<file path="src/rtl/trig_prescale_sched.sv">
// trig_prescale_sched
//   Multi-channel trigger scheduler that sits after a bank of per-channel
//   prescalers. Single-cycle prescaled pulses are latched per channel,
//   arbitrated round-robin onto one shared trigger output tagged with the
//   channel id, and separated by a programmable hold-off (dead time).
//
// Ports
//   clk       system clock, rising edge
//   rst       asynchronous active-high reset
//   ch_pulse  per-channel prescaled trigger pulses
//   ch_en     per-channel enable mask (0 also clears the pending latch)
//   hold_len  hold-off length in cycles, captured at each grant
//   dout      scheduled trigger, one cycle wide
//   dout_id   granted channel id, held until the next grant
//   busy      high while in FIRE or HOLD
//   pend      pending-latch status
//
// Optional feature (macro TRIG_LOST_CNT_EN)
//   lost_clr  zeroes all lost-trigger counters (priority over increment)
//   lost_cnt  per-channel saturating lost-trigger counters,
//             channel i at [i*LCW +: LCW]
module trig_prescale_sched #(
  parameter int unsigned NCH = 4,
  parameter int unsigned IDW = 2,
  parameter int unsigned DW  = 16,
  parameter int unsigned LCW = 16
) (
  input  logic           clk,
  input  logic           rst,
  input  logic [NCH-1:0] ch_pulse,
  input  logic [NCH-1:0] ch_en,
  input  logic [DW-1:0]  hold_len,
  output logic           dout,
  output logic [IDW-1:0] dout_id,
  output logic           busy,
  output logic [NCH-1:0] pend
`ifdef TRIG_LOST_CNT_EN
  ,
  input  logic               lost_clr,
  output logic [NCH*LCW-1:0] lost_cnt
`endif
);

  typedef enum logic [1:0] {
    ST_IDLE = 2'd0,
    ST_FIRE = 2'd1,
    ST_HOLD = 2'd2
  } state_t;

  state_t         state_q, state_d;
  logic           dout_q, dout_d;
  logic [IDW-1:0] dout_id_q, dout_id_d;
  logic           busy_q, busy_d;
  logic [NCH-1:0] pend_q, pend_d;
  logic [IDW-1:0] rr_q, rr_d;
  logic [DW-1:0]  cnt_q, cnt_d;

  logic           gnt_found;
  logic [IDW-1:0] gnt_id;
  logic           grant;

  // Round-robin search as two priority passes: first the channels at or
  // above the rr pointer, then wrap around to the ones below it.
  always_comb begin
    gnt_found = 1'b0;
    gnt_id    = '0;
    for (int unsigned i = 0; i < NCH; i++) begin
      if (!gnt_found && pend_q[i] && (i >= 32'(rr_q))) begin
        gnt_found = 1'b1;
        gnt_id    = IDW'(i);
      end
    end
    for (int unsigned i = 0; i < NCH; i++) begin
      if (!gnt_found && pend_q[i]) begin
        gnt_found = 1'b1;
        gnt_id    = IDW'(i);
      end
    end
  end

  assign grant = (state_q == ST_IDLE) && gnt_found;

  // Pending latch: disable clears, a new pulse beats the grant clear.
  always_comb begin
    pend_d = pend_q;
    for (int unsigned i = 0; i < NCH; i++) begin
      if (!ch_en[i]) begin
        pend_d[i] = 1'b0;
      end else if (ch_pulse[i]) begin
        pend_d[i] = 1'b1;
      end else if (grant && (gnt_id == IDW'(i))) begin
        pend_d[i] = 1'b0;
      end
    end
  end

  always_comb begin
    state_d   = state_q;
    dout_d    = 1'b0;
    dout_id_d = dout_id_q;
    busy_d    = busy_q;
    cnt_d     = cnt_q;
    rr_d      = rr_q;
    unique case (state_q)
      ST_IDLE: begin
        if (grant) begin
          state_d   = ST_FIRE;
          dout_d    = 1'b1;
          dout_id_d = gnt_id;
          busy_d    = 1'b1;
          cnt_d     = hold_len;
          rr_d      = (gnt_id == IDW'(NCH - 1)) ? '0 : gnt_id + 1'b1;
        end
      end
      ST_FIRE: begin
        if (cnt_q == '0) begin
          state_d = ST_IDLE;
          busy_d  = 1'b0;
        end else begin
          state_d = ST_HOLD;
          cnt_d   = cnt_q - 1'b1;
        end
      end
      ST_HOLD: begin
        if (cnt_q == '0) begin
          state_d = ST_IDLE;
          busy_d  = 1'b0;
        end else begin
          cnt_d = cnt_q - 1'b1;
        end
      end
      default: begin
        state_d = ST_IDLE;
        busy_d  = 1'b0;
      end
    endcase
  end

  always_ff @(posedge clk or posedge rst) begin
    if (rst) begin
      state_q   <= ST_IDLE;
      dout_q    <= 1'b0;
      dout_id_q <= '0;
      busy_q    <= 1'b0;
      pend_q    <= '0;
      rr_q      <= '0;
      cnt_q     <= '0;
    end else begin
      state_q   <= state_d;
      dout_q    <= dout_d;
      dout_id_q <= dout_id_d;
      busy_q    <= busy_d;
      pend_q    <= pend_d;
      rr_q      <= rr_d;
      cnt_q     <= cnt_d;
    end
  end

  assign dout    = dout_q;
  assign dout_id = dout_id_q;
  assign busy    = busy_q;
  assign pend    = pend_q;

`ifdef TRIG_LOST_CNT_EN
  logic [NCH*LCW-1:0] lost_q, lost_d;

  // A pulse is lost when its channel is already pending and that pending
  // trigger is not the one being granted on this edge.
  always_comb begin
    lost_d = lost_q;
    for (int unsigned i = 0; i < NCH; i++) begin
      if (lost_clr) begin
        lost_d[i*LCW +: LCW] = '0;
      end else if (ch_pulse[i] && ch_en[i] && pend_q[i] &&
                   !(grant && (gnt_id == IDW'(i))) &&
                   (lost_q[i*LCW +: LCW] != '1)) begin
        lost_d[i*LCW +: LCW] = lost_q[i*LCW +: LCW] + 1'b1;
      end
    end
  end

  always_ff @(posedge clk or posedge rst) begin
    if (rst) begin
      lost_q <= '0;
    end else begin
      lost_q <= lost_d;
    end
  end

  assign lost_cnt = lost_q;
`else
  logic [LCW-1:0] unused_lcw;
  assign unused_lcw = '0;
`endif

endmodule

</file>
<file path="config.mk">
export PLATFORM = sky130hd
export DESIGN_NAME = trig_prescale_sched
export DESIGN_NICKNAME = d
export VERILOG_FILES = /design/src/rtl/trig_prescale_sched.sv
export SDC_FILE = /design/constraint.sdc
export NUM_CORES = 1
export LEC_CHECK = 0
export CAP_MARGIN = 20
export CELL_PAD_IN_SITES_DETAIL_PLACEMENT = 0
export CELL_PAD_IN_SITES_GLOBAL_PLACEMENT = 1
export CORE_MARGIN = 2
export CORE_UTILIZATION = 28
export DETAILED_ROUTE_END_ITERATION = 10
export PLACE_DENSITY = 0.72
export SKIP_LAST_GASP = 1
export SYNTH_ARGS = -nofsm -noshare
export SYNTH_HDL_FRONTEND = slang
export SYNTH_SLANG_ARGS = --single-unit
</file>
<file path="constraint.sdc">
create_clock -name clk -period 4.5 [get_ports clk]
set_input_delay 0.45 -clock clk [delete_from_list [all_inputs] [get_ports clk]]
set_output_delay 0.45 -clock clk [all_outputs]
set_load 0.1 [all_outputs]
</file>
==> impl_metrics.csv <==
group,metric,value,unit
cts,post_cts_buffers,0,
synthesis,synth_edf_count,0,
worst_setup_path,arrival,3220,ps
worst_setup_path,critPathLaunchType,"flip-flop",
synthesis,synth_area_per_cell,8.473,sq um
global_routing,grt_pass1_wl,8.176,mm
global_routing,grt_max_degree,29,
worst_setup_path,crit_required,4710,ps
finish,final_nets,280,
worst_hold_path,hp-start,"dout_id[1]$_DFFE_PP0P_",
global_routing,grtUsageTotal,13.94,%
pwr,clkPwrFrac,11.6,%
worst_setup_path,rr_endpoint,"cnt_q[7]$_DFFE_PP0P_",
worst_setup_path,cp_max_fo,21,
cts,cts_buffer_depth,2,
cts,path_clk_slew,100,ps
sta,final_max_slew_viol_count,0,
pwr,p_leak,0.9313,nW
finish,design_area,0.002298,sq mm
detailed_routing,ant_nets,0,
pwr,ir_drop,0.2615,mV
worst_setup_path,reg2reg_slack,1500,ps
worst_hold_path,hold_path_end,"dout_id[1]$_DFFE_PP0P_",
sta,maxSlewHeadroom,34.82,%
worst_setup_path,crit_path_end_kind,"flip-flop",
sta,finalSetupTns,0,ps
global_routing,grt_antenna_before_repair,0,
sta,min_period,3003,ps
detailed_routing,met3_length,145,microns
detailed_routing,met1_length,2.528,mm
placed_design,dp_hpwl,3.591,mm
detailed_routing,vias,1775,
finish,num_antenna_cells,0,
finish,nFillCells,676,
worst_setup_path,crit_type,"reg -> reg",
synthesis,synth_seq_area_share,38.46,%
pwr,internal_power,0.8669,mW
cts,cts_sinks,28,
floorplanning,fp.dieW,84.66,microns
finish,drive_gt1_share,4.898,%
synthesis,netlist_area,0.001822,sq mm
finish,synthToLayoutAreaGrowth,26.17,%
detailed_routing,wl_per_cell,15.39,microns
synthesis,ys.flop_type,"dfrtp_1",
cts,htreeDepth,1,
floorplanning,die_y,84.66,microns
detailed_routing,routed_via_density,5.512,
pwr,p_total,1.769,mW
detailed_routing,drtIter0Drc,87,
sta,max_freq,0.3330,GHz
global_routing,grt-ovfl-total,0,
synthesis,yosys_register_bits,28,
worst_setup_path,r2r_start,"state_q[0]$_DFFE_PP0P_",
worst_setup_path,crit_start,"state_q[0]$_DFFE_PP0P_",
synthesis,syn-instance-count,215,
floorplanning,design.core.area,0.006314,sq mm
pwr,swShare,50.98,%
pwr,powerDensity,769.5,mW/mm^2
synthesis,yosys.cell_types.count,43,
sta,hold_violations,0,
global_routing,grt_pass1_vias,1601,
cts,cts_resized,0,
detailed_routing,top_layer_used,"met4",
cts,clk_latency,280,ps
sta,hold_slack,504.0,ps
pwr,comb_power_share,59.8,%
worst_hold_path,min_path_cells,2,
cts,cts_hold_buf,0,
sta,tightest_slew,974.6,ps
placed_design,gp_congestion,0.7948,
cts,cts_buffers,3,
floorplanning,ios,34,
finish,finalCoreUtilization,36.41,%
sta,setup-violations-final,0,
sta,post-route-period-util,66.73,%
pwr,p_sw,0.9017,mW
outcome,status,"finished clean",
cts,cts_root_buf,"clkbuf_8",
worst_setup_path,reg2reg_depth,7,
detailed_routing,postRouteWirelength,4.956,mm
detailed_routing,dr_wl_met2,2.229,mm
detailed_routing,dr.pass1.iters,4,
sta,rsz0062_at_grt,"no",
placed_design,portBuffers,33,
floorplanning,rows,29,
floorplanning,die_area,0.007167,sq mm
pwr,p_seq_share,28.7,%
placed_design,placed_area,0.002222,sq mm
floorplanning,start_util,28.85,%
cts,cts_tree,"done",
synthesis,synth_fp_nets,249,
synthesis,async_reset_ff_share,100.0,%
detailed_routing,drc,0,
flow_run,drv_cap,0,
sta,finalClockSkew,3.557,ps
worst_hold_path,holdCritPathClass,"reg -> reg",
synthesis,ys_warn_count,0,
[cell type report]
| cell class | count | area, sq um | area share (%) |
|---|---|---|---|
| multi-input combinational | 158 | 1005 | 43.71 |
| sequential | 28 | 700.7 | 30.48 |
| timing repair buffer | 37 | 357.8 | 15.57 |
| tap | 77 | 96.34 | 4.192 |
| inverter | 18 | 67.56 | 2.940 |
| clock buffer | 3 | 41.29 | 1.796 |
| clock inverter | 1 | 30.03 | 1.306 |
[cell usage in the layout, fill, tap and decap left out, drive strengths merged, types with 8 or more instances in the layout]
| cell type | n |
|---|---|
| nor2 | 16 |
| o31ai | 8 |
| inv | 18 |
| clkdlybuf4s50 | 33 |
| dfrtp | 28 |
| a21oi | 16 |
| a31oi | 8 |
| o21ai | 15 |
| ha | 8 |
| nor3 | 9 |
| nand2 | 16 |
[worst max path at each step]
stage                                end  slack (ps)  depth (start not counted)
floorplan            pend[2]$_DFFE_PP0P_        2360                          8
global placement    cnt_q[4]$_DFFE_PP0P_        1340                          7
detailed placement  cnt_q[4]$_DFFE_PP0P_        1290                          7
CTS                 cnt_q[4]$_DFFE_PP0P_        1230                          7
global route        cnt_q[7]$_DFFE_PP0P_        1200                          7
finish              cnt_q[7]$_DFFE_PP0P_        1500                          7
[critical path, stage by stage (launching register included)]
cell and delay [ps]:
dfrtp_1 410, inv_1 90, ha_1 710, nor3b_1 390
nand4_1 230, o21ai_0 680, buf_4 270, a2bb2oi_1 160
[cell usage after synthesis, types with 3 or more instances]
library cell | count | area [sq um]
a21oi_1 | 16 | 80.08
a22oi_1 | 5 | 37.54
a31oi_1 | 8 | 50.05
buf_2 | 3 | 15.01
clkbuf_1 | 7 | 26.28
dfrtp_1 | 28 | 700.7
ha_1 | 8 | 100.1
inv_1 | 18 | 67.56
nand2_1 | 16 | 60.06
nand3_1 | 3 | 15.01
nor2_1 | 16 | 60.06
nor2b_1 | 6 | 37.54
nor3_1 | 9 | 45.04
nor4_1 | 5 | 31.28
o211ai_1 | 3 | 22.52
o21ai_0 | 14 | 70.07
o221ai_1 | 3 | 26.28
o22ai_1 | 3 | 18.77
o31ai_1 | 8 | 60.06
or3_1 | 3 | 18.77
or4_1 | 5 | 37.54
[metrics by stage]
stage	setup WS (ps)	cells
global placement	1336	317
floorplan	2357	215
detailed placement	1291	317
CTS	1233	321
finish	1497	322
global route	1202	322
[cells by family after synthesis]
family | share of synthesized area [%]
flip-flops | 38.46
buffers and inverters | 6.387
AO/OA/AOI/OAI | 27.27
AND/OR/NAND/NOR | 20.67
adder cells (fa/ha/maj) | 5.495
multiplexers | 1.717
[sequential cells by signal (all words and copies together) (netlist names)]
name	flops
cnt_q	16
pend	4
dout_id	2
rr_q	2
state_q	2
busy	1
dout	1
[metal layers]
metal  vias up  track usage (%)
li1        862                -
met1       873            20.82
met2        36            21.12
met3         4            1.770
met4         0            3.896
met5         -                0
[power by group through the flow]
stage | clock [mW] | combinational (mW) | sequential [mW]
floorplan | 0 | 0.677 | 0.619
global placement | 0 | 1.05 | 0.508
detailed placement | 0 | 1.06 | 0.510
CTS | 0.211 | 1.06 | 0.504
global route | 0.219 | 1.17 | 0.524
finish | 0.205 | 1.06 | 0.507
No activity file was read; power rests on OpenSTA's default activity.
